[src/rtl/prco_regfile.sv]
// Register file with two registered read ports, one write port, and a busy
// scoreboard bit per register. SP and BP reset to STACK_INIT.
module prco_regfile #(
  parameter int                DATA_W     = 16,
  parameter int                NREGS      = 8,
  parameter int                SEL_W      = 3,
  parameter int                SP_IDX     = 6,
  parameter int                BP_IDX     = 7,
  parameter logic [DATA_W-1:0] STACK_INIT = 16'h00FF
) (
  input  logic              i_clk,
  input  logic              i_reset,
  input  logic              i_en,
  input  logic [SEL_W-1:0]  i_sela,
  output logic [DATA_W-1:0] q_data,
  output logic              q_busya,
  input  logic [SEL_W-1:0]  i_selb,
  output logic [DATA_W-1:0] q_datb,
  output logic              q_busyb,
  input  logic              i_we,
  input  logic [SEL_W-1:0]  i_seld,
  input  logic [DATA_W-1:0] i_datd,
  input  logic              i_claim,
  input  logic [SEL_W-1:0]  i_claim_sel
);

  localparam logic [SEL_W:0] NREGS_W = (SEL_W + 1)'(NREGS);

  logic [DATA_W-1:0] regs [NREGS];
  logic [NREGS-1:0]  busy;
  logic [NREGS-1:0]  busy_nxt;

  logic a_ok, b_ok, d_ok, c_ok;
  logic wr, clm;
  logic [DATA_W-1:0] rd_a, rd_b;

  // Selects beyond the implemented registers are treated as absent.
  assign a_ok = {1'b0, i_sela}      < NREGS_W;
  assign b_ok = {1'b0, i_selb}      < NREGS_W;
  assign d_ok = {1'b0, i_seld}      < NREGS_W;
  assign c_ok = {1'b0, i_claim_sel} < NREGS_W;

  assign wr  = i_we    && d_ok;
  assign clm = i_claim && c_ok;

  // Claim is applied after the write's clear so a same-register claim wins.
  // NOTE: always_comb gets a full default first so no latch is inferred.
  always_comb begin
    busy_nxt = busy;
    if (wr)  busy_nxt[i_seld]      = 1'b0;
    if (clm) busy_nxt[i_claim_sel] = 1'b1;
  end

  always_comb begin
    rd_a = '0;
    rd_b = '0;
    if (a_ok) rd_a = (wr && i_seld == i_sela) ? i_datd : regs[i_sela];
    if (b_ok) rd_b = (wr && i_seld == i_selb) ? i_datd : regs[i_selb];
  end

  // NOTE: the register array itself is reset because SP/BP must come up at
  // STACK_INIT and every other register must read 0 after reset.
  always_ff @(posedge i_clk) begin
    if (i_reset) begin
      for (int i = 0; i < NREGS; i++)
        regs[i] <= (i == SP_IDX || i == BP_IDX) ? STACK_INIT : '0;
      busy    <= '0;
      q_data  <= '0;
      q_datb  <= '0;
      q_busya <= 1'b0;
      q_busyb <= 1'b0;
    end else if (i_en) begin
      if (wr) regs[i_seld] <= i_datd;
      busy    <= busy_nxt;
      q_data  <= rd_a;
      q_datb  <= rd_b;
      q_busya <= a_ok ? busy_nxt[i_sela] : 1'b0;
      q_busyb <= b_ok ? busy_nxt[i_selb] : 1'b0;
    end
  end

endmodule

[config.mk]
export PLATFORM = sky130hd
export DESIGN_NAME = prco_regfile
export DESIGN_NICKNAME = d
export VERILOG_FILES = /design/src/rtl/prco_regfile.sv
export SDC_FILE = /design/constraint.sdc
export NUM_CORES = 1
export LEC_CHECK = 0
export ABC_AREA = 1
export CAP_MARGIN = 0
export CORE_AREA = 2 2 126 128
export DETAILED_ROUTE_END_ITERATION = 10
export DIE_AREA = 0 0 128 130
export PLACE_DENSITY = 0.8
export SYNTH_ARGS = -nofsm -noshare
export SYNTH_HDL_FRONTEND = slang
export SYNTH_SLANG_ARGS = --single-unit
[constraint.sdc]
create_clock -name i_clk -period 2.5 [get_ports i_clk]
set_clock_uncertainty 0.15 [all_clocks]
set_input_delay 0.5 -clock i_clk [delete_from_list [all_inputs] [get_ports i_clk]]
set_output_delay 0.5 -clock i_clk [all_outputs]
set_load 0.02 [all_outputs]
After elaboration in Yosys (flattened, before gate mapping)
Memory sizes are Yosys's and may differ from the RTL's. A register that Yosys moved wholly into a read port is not among the register bits. Cells that the tools add are included.

Register bits: 10. Memory bits (writable): 128. Output and inout bits: 34. Logic and storage cells: 35. Memories kept: 1.

Memories: regs (depth 8, width 16, rd ports 2, clocked after Yosys merged registers in 2, write ports 8, RTL line 29) `logic [DATA_W-1:0] regs [NREGS];`.

Order comparisons: 6. Muxes and demuxes: 19. Bitwise gates (word level): 3. Reductions and logical operators: 3.

Operator list (count): 3-bit by 4-bit less-than comparator with 1-bit output (second input constant) (4); 16-bit two-way mux (1); 8-bit two-way mux (2); 16-bit OR reduction (1); 1-bit two-way mux (11); 8-bit bitwise AND (1); 8-bit NOT (1); 8-bit bitwise OR (1); 1-bit binary-select mux with 3-bit select (2); 1-bit demux with 3-bit select (2); 3-bit by 1-bit greater-or-equal comparator with 1-bit output (second input constant) (2); 3-bit two-way mux (1); 1-bit logical AND (2).

Longest topological paths before layout
Word-level depth: 11. Depth in mapped cells: 10. Depth with buffers taken out: 9.

Worst setup path after synthesis
Ideal clock, no wire load.

Kind: input -> register. Start: input i_seld[0]. End: memory regs[0][0] (enable). Setup time: 372 ps. Data arrival time: 1804 ps. Required time: 1978 ps. Setup slack: 174 ps. Cell stages on the path: 5. Buffers on the path: 2. Cells stage by stage: clkbuf_1 nor2_1 nand3_1 clkbuf_1 nand2_1.

RTL lines: start, declared (RTL line 21) `input logic [SEL_W-1:0] i_seld,`; end, declared (RTL line 29).

Worst setup path in the final report
Start: register q_data[10], read port of regs. End: output q_data[10].

RTL lines: start, declared (RTL line 15) `output logic [DATA_W-1:0] q_data,`.

No word-level cell between the ends.

==> flow_results.xml <==
<?xml version="1.0" encoding="UTF-8"?>
<metrics>
  <group name="synthesis">
    <metric name="synth_edf_count" unit="">128</metric>
    <metric name="synth.top_cell.area_share" unit="">0.4361</metric>
    <metric name="synth.cell_area" unit="sq um">8813</metric>
    <metric name="post_synthesis_cell_type_count" unit="">20</metric>
    <metric name="synth.avg_cell_area" unit="sq um">8.138</metric>
    <metric name="synthArstFlopShare" unit="">0</metric>
    <metric name="synth_sequential_area_ratio" unit="">0.5315</metric>
    <metric name="yosys_register_bits" unit="">170</metric>
    <metric name="synthTopCellsByCount" unit="">219 x nor2_1, 179 x o21ai_0, 128 x edfxtp_1</metric>
    <metric name="ys_dominant_reg_cell" unit="">edfxtp_1</metric>
    <metric name="yosysTopAreaCell" unit="">edfxtp_1</metric>
    <metric name="syn_inst" unit="">1083</metric>
    <metric name="synth_fp_nets" unit="">1116</metric>
    <metric name="ys_warn_count" unit="">0</metric>
    <metric name="synth.most_common_cell" unit="">nor2_1</metric>
    <metric name="synth_area_leaders" unit="">edfxtp_1 44%, o21ai_0 10%, dfxtp_1 9.5%</metric>
  </group>
  <group name="critical_path">
    <metric name="r2r_cells" unit="">6</metric>
    <metric name="critPathSlowestCell" unit="">clkdlybuf4s50_1</metric>
    <metric name="worst-path-max-fanout" unit="">2</metric>
    <metric name="setup.worst_path.start_class" unit="">register</metric>
    <metric name="crit_path_end_kind" unit="">primary output</metric>
    <metric name="worstPathBufferInverterCount" unit="">1</metric>
    <metric name="r2r-start" unit="">regs[0][5]</metric>
    <metric name="worst_ep_arrival_time" unit="ps">1410</metric>
    <metric name="crit_type" unit="">reg -&gt; out</metric>
    <metric name="ff2ff_setup_slack" unit="ps">1040</metric>
    <metric name="critical_path_required" unit="ps">1850</metric>
    <metric name="worstPathCellList" unit="">clkdlybuf4s50_1</metric>
    <metric name="largest_stage_delay_on_the_critical_path" unit="ps">630</metric>
    <metric name="path_delay_family" unit="">buffers and inverters</metric>
    <metric name="worst_r2r_endpoint" unit="">q_data[5]</metric>
  </group>
  <group name="power_and_ir_drop">
    <metric name="power.density_cell_area" unit="nW/um^2">655.3</metric>
    <metric name="total_leakage_power" unit="nW">4.133</metric>
    <metric name="max-vdd-ir-drop" unit="V">0.0004852</metric>
    <metric name="total_power" unit="mW">6.851</metric>
  </group>
  <group name="run_status">
    <metric name="outcome" unit="">completed</metric>
  </group>
  <group name="place">
    <metric name="hpwlAfterDp" unit="um">18150</metric>
    <metric name="dpl.cell_count" unit="">1318</metric>
    <metric name="globalplace.congestion" unit="">0.9333</metric>
    <metric name="port_buffers" unit="">66</metric>
  </group>
  <group name="clock_network">
    <metric name="cts_sinks" unit="">170</metric>
    <metric name="number_of_buffers_between_clock_root_and_the_deepest_sink" unit="">2</metric>
    <metric name="postCtsSetupBuffers" unit="">0</metric>
    <metric name="clockRootBuffer" unit="">clkbuf_16</metric>
    <metric name="tritoncts" unit="">yes</metric>
    <metric name="ctsResizeCount" unit="">0</metric>
    <metric name="tritoncts.num_buffers" unit="">17</metric>
    <metric name="clock_latency" unit="ps">430</metric>
    <metric name="cts-hold-fix-buffers" unit="">0</metric>
    <metric name="worst_setup_hold_path_clk_slew" unit="ps">70</metric>
    <metric name="cts_htree_levels" unit="">4</metric>
  </group>
  <group name="sta">
    <metric name="final_period_minus_worst_setup_slack" unit="ps">2062</metric>
    <metric name="slew_violations" unit="">0</metric>
    <metric name="timing.final.crit_share" unit="">0.8249</metric>
    <metric name="finalSetupViolCount" unit="">0</metric>
    <metric name="fmaxAchievable" unit="MHz">484.9</metric>
    <metric name="worst-slew-pin-transition" unit="ps">565.6</metric>
    <metric name="final_hold_viol_count" unit="">0</metric>
    <metric name="slew_headroom" unit="">0.6229</metric>
    <metric name="rsz0062_at_grt" unit="">no</metric>
    <metric name="fin_tns_setup" unit="ps">0</metric>
  </group>
  <group name="global_route">
    <metric name="grt_first_pass_wirelength" unit="um">40160</metric>
    <metric name="grt_util_all_layers" unit="">0.3154</metric>
    <metric name="antenna_found_initial" unit="">0</metric>
    <metric name="grt_pass1_vias" unit="">7498</metric>
    <metric name="grt_start_max_net_pins" unit="">88</metric>
    <metric name="globalRoute.totalOverflow" unit="">0</metric>
  </group>
  <group name="floorplanning">
    <metric name="die_x" unit="um">128</metric>
    <metric name="io_pins" unit="">67</metric>
    <metric name="chipHeight" unit="um">130</metric>
    <metric name="rows" unit="">46</metric>
    <metric name="design.core.area" unit="sq um">15420</metric>
    <metric name="initial_util" unit="">0.5714</metric>
    <metric name="die_area" unit="sq um">16640</metric>
  </group>
  <group name="drt">
    <metric name="drt-vias-per-instance" unit="">6.155</metric>
    <metric name="postRouteAntennaNets" unit="">0</metric>
    <metric name="routedWlPerCell" unit="um">19.15</metric>
    <metric name="residual_drc_count" unit="">0</metric>
    <metric name="drt_pre_antenna_iters" unit="">7</metric>
    <metric name="postRouteWirelength" unit="um">25850</metric>
    <metric name="vias" unit="">8309</metric>
    <metric name="detail_route.iter0.violations" unit="">1498</metric>
  </group>
  <group name="min_path">
    <metric name="worst_hold_path_type" unit="">reg -&gt; reg</metric>
    <metric name="holdCritStartpoint" unit="">q_data[12]</metric>
    <metric name="hold_path_end" unit="">q_data[12]</metric>
    <metric name="timing.hold.worst_path_depth" unit="">2</metric>
  </group>
  <group name="finish">
    <metric name="finalNonFillerCells" unit="">1350</metric>
    <metric name="layout-drive-gt1-share" unit="">0.07772</metric>
    <metric name="final_nets" unit="">1178</metric>
    <metric name="n_antenna_cell" unit="">0</metric>
    <metric name="post_layout_utilization_of_the_core" unit="">0.6778</metric>
    <metric name="flow.area_growth_from_synthesis" unit="%">18.63</metric>
  </group>
  <group name="flow_run">
    <metric name="drv.max_cap_violation_count" unit="">0</metric>
  </group>
</metrics>
## layer usage
layer | wire [um] | GRT usage | part of all wire
met1 | 10250 | 0.4421 | 0.40
met2 | 11760 | 0.4961 | 0.45
met3 | 3228 | 0.06929 | 0.12
met4 | 616 | 0.09761 | 0.024
met5 | 0 | 0 | 0
## where the power goes
group          internal (mW)  switching (mW)
Combinational          0.362           0.632
Sequential              3.21          0.0948
Clock                   1.40            1.16
Total                   4.96            1.89
## cell families after synthesis
logic type	Yosys count	share of synthesized area
buffers and inverters	169	0.07453
DFF	170	0.5315
AOI/OAI and AO/OA	323	0.1988
xor gates and xnor gates	4	0.003975
and+or+nand+nor	417	0.1912
## metrics by stage
stage | hold WS [ps] | setup WS [ps] | area, sq um
finish | 313.3 | 437.9 | 10460
global route | 332.8 | 378.7 | 10460
CTS | 314.9 | 434.5 | 10460
detailed placement | 304.7 | 97.72 | 9892
global placement | 301.6 | 146.8 | 9892
floorplan | 299.5 | 173.9 | 8813
## placed cells by master, fill, tap and decap left out
cell	instances
inv_8	3
nand2_1	122
inv_2	1
a31oi_1	4
nor2_1	219
o21ai_1	12
dfxtp_1	42
clkdlybuf4s50_1	62
clkinv_4	1
inv_1	77
clkinv_2	1
nor2_8	1
edfxtp_1	128
clkbuf_16	17
buf_2	4
o22ai_1	24
inv_6	5
o211ai_1	40
clkbuf_1	1
buf_12	8
buf_4	47
clkinvlp_2	1
nand4_1	8
o21ai_0	179
nand3_1	67
xor2_1	4
bufinv_16	1
clkinv_1	15
a21oi_1	64
## area by class of cell
type                            count  area, sq um
Multi-Input combinational cell    744         3472
Timing Repair Buffer              121         1154
Clock inverter                     14        133.9
Fill cell                        1218         4970
Sequential cell                   170         4684
Clock buffer                       18        429.2
Inverter                           91        341.6
Tap cell                          192        240.2
## worst max path at each step
stage,start,end,slack [ps],cells after the start
after floorplan,i_seld[0],regs[0][0],170,5
after global placement,i_seld[1],regs[3][0],150,6
after detailed placement,i_seld[2],regs[5][14],100,6
after CTS,q_data[10],q_data[10],430,1
after global routing,i_reset,q_data[6],380,10
final,q_data[10],q_data[10],440,1
## flip-flops by register name, summed over array words and instances, names as in the netlist
signal and flops:
regs 128, q_busya 1, q_busyb 1, q_datb 16, q_data 16, busy 8
No activity file was read; power rests on OpenSTA's default activity.
